[config.mk]
export PLATFORM = sky130hd
export DESIGN_NAME = keypad_scanner
export DESIGN_NICKNAME = d
export VERILOG_FILES = /design/src/rtl/keypad_scanner.sv
export SDC_FILE = /design/constraint.sdc
export NUM_CORES = 1
export LEC_CHECK = 0
export BUFFER_PORTS_ARGS = -buffer_cell sky130_fd_sc_hd__buf_2
export CAP_MARGIN = 40
export CORE_UTILIZATION = 61
export CTS_CLUSTER_SIZE = 12
export DETAILED_ROUTE_END_ITERATION = 10
export GPL_ROUTABILITY_DRIVEN = 0
export HOLD_SLACK_MARGIN = 0.06
export PLACE_DENSITY = 0.83
export SLEW_MARGIN = 20
export SYNTH_ARGS = -nofsm -noshare
export SYNTH_HDL_FRONTEND = slang
export SYNTH_SLANG_ARGS = --single-unit
[constraint.sdc]
create_clock -name clk -period 3.55 [get_ports clk]
set_input_delay 0.71 -clock clk [delete_from_list [all_inputs] [get_ports clk]]
set_output_delay 0.71 -clock clk [all_outputs]
set_load 0.1 [all_outputs]
[src/rtl/keypad_scanner.sv]
// keypad_scanner: 3x4 keypad column scanner, debouncer and one-entry key buffer.
// Define KEYPAD_REPEAT_EN to re-emit a held key every REPEAT_CYCLES cycles.
module keypad_scanner #(
  parameter int SETTLE_CYCLES  = 4,
  parameter int DEBOUNCE_SCANS = 3,
  parameter int REPEAT_CYCLES  = 64
) (
  input  logic       clk,
  input  logic       reset,
  input  logic [3:0] row,
  output logic [2:0] col,
  output logic       key_valid,
  output logic [3:0] key_number,
  input  logic       key_ready,
  output logic       overrun
);

  localparam int SW = $clog2(SETTLE_CYCLES + 1);
  localparam int DW = $clog2(DEBOUNCE_SCANS + 1);
  localparam logic [SW-1:0] SLAST = SW'(SETTLE_CYCLES - 1);
  localparam logic [DW-1:0] DLAST = DW'(DEBOUNCE_SCANS - 1);

  if (SETTLE_CYCLES < 1 || DEBOUNCE_SCANS < 1 || REPEAT_CYCLES < 1) begin : g_bad_param
    $error("keypad_scanner: parameters must be >= 1");
  end

  typedef enum logic [1:0] {
    SCAN,
    DEBOUNCE,
    HELD
  } state_t;

  state_t        r_state;
  state_t        w_state_nx;
  logic [2:0]    r_col;
  logic [2:0]    w_col_nx;
  logic [2:0]    w_rot;
  logic [SW-1:0] r_settle;
  logic [DW-1:0] r_cnt;
  logic [DW-1:0] w_cnt_nx;
  logic [3:0]    r_cand;
  logic [3:0]    w_cand_nx;
  logic          r_valid;
  logic [3:0]    r_num;
  logic          r_ovr;
  logic          w_sample;
  logic          w_hit;
  logic          w_match;
  logic          w_zero;
  logic          w_emit;
  logic          w_fire;
  logic [3:0]    w_digit;
  logic [3:0]    w_emit_num;

  assign w_sample = (r_settle == SLAST);
  assign w_zero   = (row == 4'd0);
  assign w_match  = w_hit && (w_digit == r_cand);
  assign w_rot    = {r_col[1:0], r_col[2]};

  // Only single-row hits on a mapped (col,row) pair count as a key.
  always_comb begin
    w_hit   = 1'b0;
    w_digit = 4'd0;
    case ({r_col, row})
      7'b001_0001: begin w_hit = 1'b1; w_digit = 4'd1; end
      7'b010_0001: begin w_hit = 1'b1; w_digit = 4'd2; end
      7'b100_0001: begin w_hit = 1'b1; w_digit = 4'd3; end
      7'b001_0010: begin w_hit = 1'b1; w_digit = 4'd4; end
      7'b010_0010: begin w_hit = 1'b1; w_digit = 4'd5; end
      7'b100_0010: begin w_hit = 1'b1; w_digit = 4'd6; end
      7'b001_0100: begin w_hit = 1'b1; w_digit = 4'd7; end
      7'b010_0100: begin w_hit = 1'b1; w_digit = 4'd8; end
      7'b100_0100: begin w_hit = 1'b1; w_digit = 4'd9; end
      7'b010_1000: begin w_hit = 1'b1; w_digit = 4'd0; end
      default: ;
    endcase
  end

  always_comb begin
    w_state_nx = r_state;
    w_col_nx   = r_col;
    w_cnt_nx   = r_cnt;
    w_cand_nx  = r_cand;
    w_emit     = 1'b0;
    w_emit_num = r_cand;
    if (w_sample) begin
      unique case (r_state)
        SCAN: begin
          if (w_hit) begin
            w_cand_nx = w_digit;
            if (DEBOUNCE_SCANS == 1) begin
              w_emit     = 1'b1;
              w_emit_num = w_digit;
              w_cnt_nx   = '0;
              w_state_nx = HELD;
            end else begin
              w_cnt_nx   = DW'(1);
              w_state_nx = DEBOUNCE;
            end
          end else begin
            w_col_nx = w_rot;
          end
        end
        DEBOUNCE: begin
          if (w_match) begin
            if (r_cnt == DLAST) begin
              w_emit     = 1'b1;
              w_cnt_nx   = '0;
              w_state_nx = HELD;
            end else begin
              w_cnt_nx = r_cnt + DW'(1);
            end
          end else begin
            w_cnt_nx   = '0;
            w_col_nx   = w_rot;
            w_state_nx = SCAN;
          end
        end
        HELD: begin
          // r_cnt is reused as the release counter here
          if (w_zero) begin
            if (r_cnt == DLAST) begin
              w_cnt_nx   = '0;
              w_col_nx   = w_rot;
              w_state_nx = SCAN;
            end else begin
              w_cnt_nx = r_cnt + DW'(1);
            end
          end else begin
            w_cnt_nx = '0;
          end
        end
        default: begin
          w_cnt_nx   = '0;
          w_state_nx = SCAN;
        end
      endcase
    end
  end

  always_ff @(posedge clk) begin
    if (reset) begin
      r_state  <= SCAN;
      r_col    <= 3'b001;
      r_settle <= '0;
      r_cnt    <= '0;
      r_cand   <= 4'd0;
    end else begin
      r_state  <= w_state_nx;
      r_col    <= w_col_nx;
      r_settle <= w_sample ? '0 : r_settle + SW'(1);
      r_cnt    <= w_cnt_nx;
      r_cand   <= w_cand_nx;
    end
  end

`ifdef KEYPAD_REPEAT_EN
  localparam int RW = $clog2(REPEAT_CYCLES + 1);
  localparam logic [RW-1:0] RLAST = RW'(REPEAT_CYCLES - 1);

  logic [RW-1:0] r_rep;
  logic          r_rep_on;
  logic          w_rep_run;
  logic          w_rep_fire;

  assign w_rep_run  = (r_state == HELD) && (w_state_nx == HELD) &&
                      r_rep_on && !(w_sample && !w_match);
  assign w_rep_fire = w_rep_run && (r_rep == RLAST);
  assign w_fire     = w_emit | w_rep_fire;

  always_ff @(posedge clk) begin
    if (reset) begin
      r_rep    <= '0;
      r_rep_on <= 1'b0;
    end else if (!w_rep_run) begin
      r_rep    <= '0;
      r_rep_on <= (w_state_nx == HELD) &&
                  ((r_state != HELD) || (w_sample && w_match));
    end else begin
      r_rep <= w_rep_fire ? '0 : r_rep + RW'(1);
    end
  end
`else
  assign w_fire = w_emit;
`endif

  always_ff @(posedge clk) begin
    if (reset) begin
      r_valid <= 1'b0;
      r_num   <= 4'd0;
      r_ovr   <= 1'b0;
    end else begin
      r_ovr <= 1'b0;
      if (w_fire) begin
        if (!r_valid || key_ready) begin
          r_valid <= 1'b1;
          r_num   <= w_emit_num;
        end else begin
          r_ovr <= 1'b1;
        end
      end else if (key_ready) begin
        r_valid <= 1'b0;
      end
    end
  end

  assign col        = r_col;
  assign key_valid  = r_valid;
  assign key_number = r_num;
  assign overrun    = r_ovr;

endmodule

## Word-level counts from Yosys, hierarchy flattened

Cells that the tools add are included.

| operators by class | value |
|---|---|
| bitwise gates (word level) | 1 |
| add/subtract/negate cells | 2 |
| multiplexer cells | 25 |
| eq/ne operators | 22 |
| reductions and logical operators | 16 |

Operators by type and width:

| cell | number |
|---|---|
| $pmux 4 s9 | 1 |
| $eq 7x6->1 const B | 4 |
| $eq 7x5->1 const B | 3 |
| $eq 7x7->1 const B | 3 |
| $mux 2 | 8 |
| $mux 3 | 4 |
| $pmux 2 s3 | 2 |
| $ne 2x2->1 const B | 5 |
| $reduce_or 10->1 | 1 |
| $mux 1 | 9 |
| $pmux 3 s3 | 1 |
| $reduce_and 2->1 | 3 |
| $reduce_and 6->1 | 1 |
| $reduce_and 5->1 | 1 |
| $eq 2x2->1 const B | 2 |
| $eq 4x4->1 | 1 |
| $logic_not 4->1 | 1 |
| $reduce_or 2->1 | 2 |
| $add 3x1->3 const B | 1 |
| $eq 3x2->1 const B | 1 |
| $ne 3x3->1 const B | 1 |
| $reduce_and 3->1 | 1 |
| $reduce_bool 3->1 | 1 |
| $add 2x1->2 const B | 1 |
| 8 further kinds | 8 |

| storage, ports and cells | value |
|---|---|
| input bits | 7 |
| register bits after elaboration | 20 |
| word-level logic and storage cells | 74 |

## Longest topological paths before layout

| logic depth | value |
|---|---|
| word-level depth | 9 |
| depth in mapped cells | 8 |

## Worst setup path before layout

No wires, ideal clock.

| path | value |
|---|---|
| path type | reg2reg |
| start point | register r_col[0] (netlist: col[0]) |
| end point | register r_state[1] |
| cell stages (with the launch flop) | 8 |
| arrival | 2.797 ns |
| library setup time | 0.122 ns |
| buffers on the path | 1 |
| slack | 0.632 ns |
| path through | dfxtp_1 buf_4 nor4b_4 a22o_1 or3_4 a2111oi_4 nand2_1 o311a_1 |

| on the way | value |
|---|---|
| cells in the longest elaborated chain, start to end | 6 |
| elaborated cells between the ends (all ways) | 20 |

Ends and longest elaborated chain:

| element | RTL line | source |
|---|---|---|
| from (decl) | 35 | `logic [2:0] r_col;` |
| from (signal assigned) | 150 | `r_col <= w_col_nx;` |
| $eq 7x7->1 (tied with other cells) | 64 | `case ({r_col, row})` |
| $pmux 4 s9 or $reduce_or 10->1 (tied branches) | - |  |
| $eq 4x4->1 or $mux 1 (tied branches) | 57, 64 |  |
| $logic_and 1x1->1 | 57 | `assign w_match = w_hit && (w_digit == r_cand);` |
| $ne 3x3->1 (no source line) or $mux 2 (tied branches) | - |  |
| $reduce_and 5->1 (no source line) or $pmux 2 s3 (tied branches) | - |  |
| to (signal assigned) | 149 | `r_state <= w_state_nx;` |
| to (decl) | 33 | `state_t r_state;` |

Parallel ways exist; a longest one is shown, timed or not.
A chain may end at the register's enable or synchronous reset.

## Worst setup path in the final report

| path | value |
|---|---|
| start point | register r_col[2] (netlist: col[2]) |
| end point | register r_num[0] (netlist: key_number[0]) |

| on the way | value |
|---|---|
| cells in the longest elaborated chain, start to end | 8 |
| elaborated cells between the ends (all ways) | 19 |

Ends and longest elaborated chain:

| element | RTL line | source |
|---|---|---|
| $eq 7x7->1 (tied with other cells) | 64 |  |
| $pmux 4 s9 or $reduce_or 10->1 (tied branches) | - |  |
| $eq 4x4->1 or $mux 1 (tied branches) | 57, 64 |  |
| $logic_and 1x1->1 * | 57 |  |
| $mux 1 * | 105 | `if (w_match) begin` |
| $mux 1 * | 87 | `unique case (r_state)` |
| $mux 1 * | 86 | `if (w_sample) begin` |
| $reduce_and 2->1 (no source line) * | - |  |
| to (signal assigned) | 197 | `r_num <= w_emit_num;` |
| to (decl) | 44 | `logic [3:0] r_num;` |

Every way passes the cells marked *; elsewhere a longest branch is shown, timed or not.

==> flow_summary_export.csv <==
group,metric,value,unit
global_routing,grt_usage,26.20,%
sta,slew_viol_final,0,
place,io_buffers,15,
final_layout,area_growth,5.888,%
global_routing,grt_pass1_wl,4843,um
global_routing,grt_start_max_net_pins,24,
routing,viasPerCell,6.219,
critical_path,timing.rr.end,"key_number[0]",
clocking,cts_resized,0,
synthesis,ys_seq_area_share,29.44,%
die,start_util,67.26,%
synthesis,synth-xor-area-share,4.508,%
critical_path,worst-path-stages,7,
power_and_ir_drop,clock_power_share,36.6,%
power_and_ir_drop,seqPwrFrac,47.4,%
clocking,insertion_delay,300,ps
routing,drt_pass1_iterations,4,
sta,worst_pin_slew,713.4,ps
place,place_ws,651.4,ps
power_and_ir_drop,p_sw,0.0001303,W
power_and_ir_drop,pwr_density_cell,349.3,nW/um2
synthesis,synth_edf_count,0,
final_layout,mostFrequentLayoutCell,"dfxtp_1",
final_layout,fillCellCount,161,
critical_path,crit_family,"compound AO/OA/AOI/OAI gates",
die,die_h,49.22,um
place,hpwl,2030,um
critical_path,worst-r2r-cell-count,7,
synthesis,synth-adder-area-share,1.840,%
power_and_ir_drop,peakVddDrop,324.9,uV
synthesis,yosysWarnings,0,
power_and_ir_drop,p_comb_share,16.0,%
die,fp.coreArea,2022,um2
critical_path,critical_path_buf_inv_count,1,
clocking,clock_tree.buffer_depth,2,
critical_path,cp_max_fo,11,
final_layout,final_util,71.23,%
final_layout,insertedDiodeCount,0,
synthesis,synth-compound-area-share,23.92,%
sta,slew_headroom,52.23,%
final_layout,final_cell_mix,"dfxtp_1, buf_2, inv_1, a21oi_1, nand2_1",
critical_path,crit_chain,"nor3b_2 > a22o_1 > or3_4 > a2111oi_4 > buf_4 > nand4_1 > a21oi_1",
clocking,numCtsBuffers,3,
synthesis,synth_top_area_share,29.44,%
power_and_ir_drop,p_leak,0.5324,nW
critical_path,worstPathArrival,2850,ps
synthesis,synth_top_family_by_area,"simple AND/OR/NAND/NOR gates",
clocking,cts_setup_buffers,0,
sta,clock_skew,9.797,ps
sta,hold_slack,442.9,ps
synthesis,yosys-top-cells-area,"dfxtp_1, mux2i_1, a21oi_1",
clocking,cts_tree,"built",
final_layout,drive_gt1_share,23.13,%
critical_path,r2r_slack,930,ps
clocking,clk_pin_slew,120,ps
synthesis,synth_mux_area_share,3.680,%
critical_path,r2r-start,"col[2]",
synthesis,synth.largest_area_cell,"dfxtp_1",
run,maxCapViolCount,0,
global_routing,overflow,0,
critical_path,worstSetupEndpointType,"flip-flop",
synthesis,synth_cells,153,
sta,tns,0,ps
synthesis,synthFlopType,"dfxtp_1",
routing,antenna_left,0,
global_routing,grt_pass1_vias,1077,
critical_path,crit_path_top_delay_cell,"a2111oi_4",
synthesis,async_flop_share,0,%
final_layout,fin_nets,170,
sta,fmax,381.7,MHz
global_routing,antenna_found_initial,0,
routing,dr.first_iter.drc_count,28,
critical_path,critPathLaunch,"col[2]",
sta,min_period,2620,ps
routing,drcViolationCount,0,
routing,vias,1163,
critical_path,required,3780,ps
routing,drt-total-wl,2871,um
synthesis,synthesis.nets,162,
critical_path,critical_path_class,"reg -> reg",
sta,setup_viol,0,
clocking,clkSinkCount,20,
routing,wire_per_inst,15.35,um
clocking,htree_levels,1,
sta,rsz0062_at_grt,"no",
synthesis,yosys.area_share.simple,27.05,%
die,die-area,2423,um2
die,row_count,16,
critical_path,cp_slowest_stage_delay,620,ps
sta,timing.final.crit_share,73.81,%
sta,worst_slack,929.9,ps
outcome,status,"finished, final reports clean",
clocking,cts-root-buf,"clkbuf_4",
hold_path,hold_path_class,"reg -> reg",
synthesis,ys_seq_elements,20,
die,die_x,49.22,um
critical_path,critPathCapture,"key_number[0]",
synthesis,syn_area_per_cell,8.889,um2
synthesis,syn_area,1360,um2
critical_path,cp-start-kind,"flip-flop",
clocking,hold_buffers,0,
die,pin_count,16,
power_and_ir_drop,swShare,25.91,%
power_and_ir_drop,p_int,0.0003727,W
synthesis,ys_types,55,
sta,hold_viol,0,
-- state kept, by name (all words and copies together), names as in the netlist --
register    cells
r_settle        3
overrun         1
r_state         2
r_cnt           2
key_valid       1
col             3
key_number      4
r_cand          4
-- routing by layer --
| metal | wire length (um) | track usage, % | vias up |
|---|---|---|---|
| met2 | 1422 | 45.43 | 29 |
| met1 | 1308 | 31.99 | 554 |
| met4 | 34 | 7.353 | 0 |
| met5 | 0 | 0 | - |
| met3 | 104 | 5.919 | 6 |
| li1 | - | - | 574 |
-- synth_stat cells, types with 3 or more instances --
cell / n
dfxtp_1: 20
inv_1: 11
a21oi_1: 9
nand2_1: 9
nor3_1: 6
mux2i_1: 5
nand2b_1: 5
nor2_1: 5
a31o_2: 4
buf_4: 4
nand4_1: 4
o21ai_0: 4
xor2_1: 4
buf_6: 3
clkbuf_1: 3
o31ai_1: 3
xnor2_1: 3
-- worst min-delay path by stage --
stage,endpoint,from,cells past startpoint,slack (ps)
finish,r_settle[0],r_settle[0],1,440
global route,r_settle[0],r_settle[0],1,460
CTS,r_settle[0],r_settle[0],1,440
detailed placement,r_settle[0],r_settle[0],1,430
global placement,r_settle[0],r_settle[0],1,420
floorplan,r_settle[0],r_settle[0],1,410
-- kinds of logic (layout without fill, tap and decap cells) --
family                   count (synthesis)  after routing
flip-flops                              20             20
multiplexers                             5              5
XOR/XNOR                                 7              7
adder cells (fa/ha/maj)                  2              2
buffers and inverters                   24             31
AO/OA/AOI/OAI                           41             41
AND/OR/NAND/NOR                         54             54
-- metrics by stage --
stage	std cells	area (um2)	total power [W]
after floorplan	153	1360	0.0003123
after global placement	183	1388	0.0003192
final	187	1440	0.0005030
after CTS	187	1440	0.0005056
after global routing	187	1440	0.0005190
after detailed placement	183	1388	0.0003225
-- power by group through the flow --
stage	clock [W]	sequential, W	combinational [W]
3_5_place_dp	0	0.000244	0.0000789
2_1_floorplan	0	0.000251	0.0000609
3_3_place_gp	0	0.000243	0.0000759
5_1_grt	0.000191	0.000240	0.0000878
6_report	0.000184	0.000239	0.0000805
4_1_cts	0.000187	0.000238	0.0000800
-- area by class of cell --
class / instances / area (um2) / share of cell area (%)
Clock buffer: 3 / 22.52 / 1.564
Inverter: 11 / 41.29 / 2.867
Timing Repair Buffer: 16 / 82.58 / 5.734
Sequential cell: 20 / 400.4 / 27.80
Multi-Input combinational cell: 109 / 829.5 / 57.60
Clock inverter: 1 / 30.03 / 2.085
Tap cell: 27 / 33.78 / 2.346
Power figures use the tool's default switching activity.
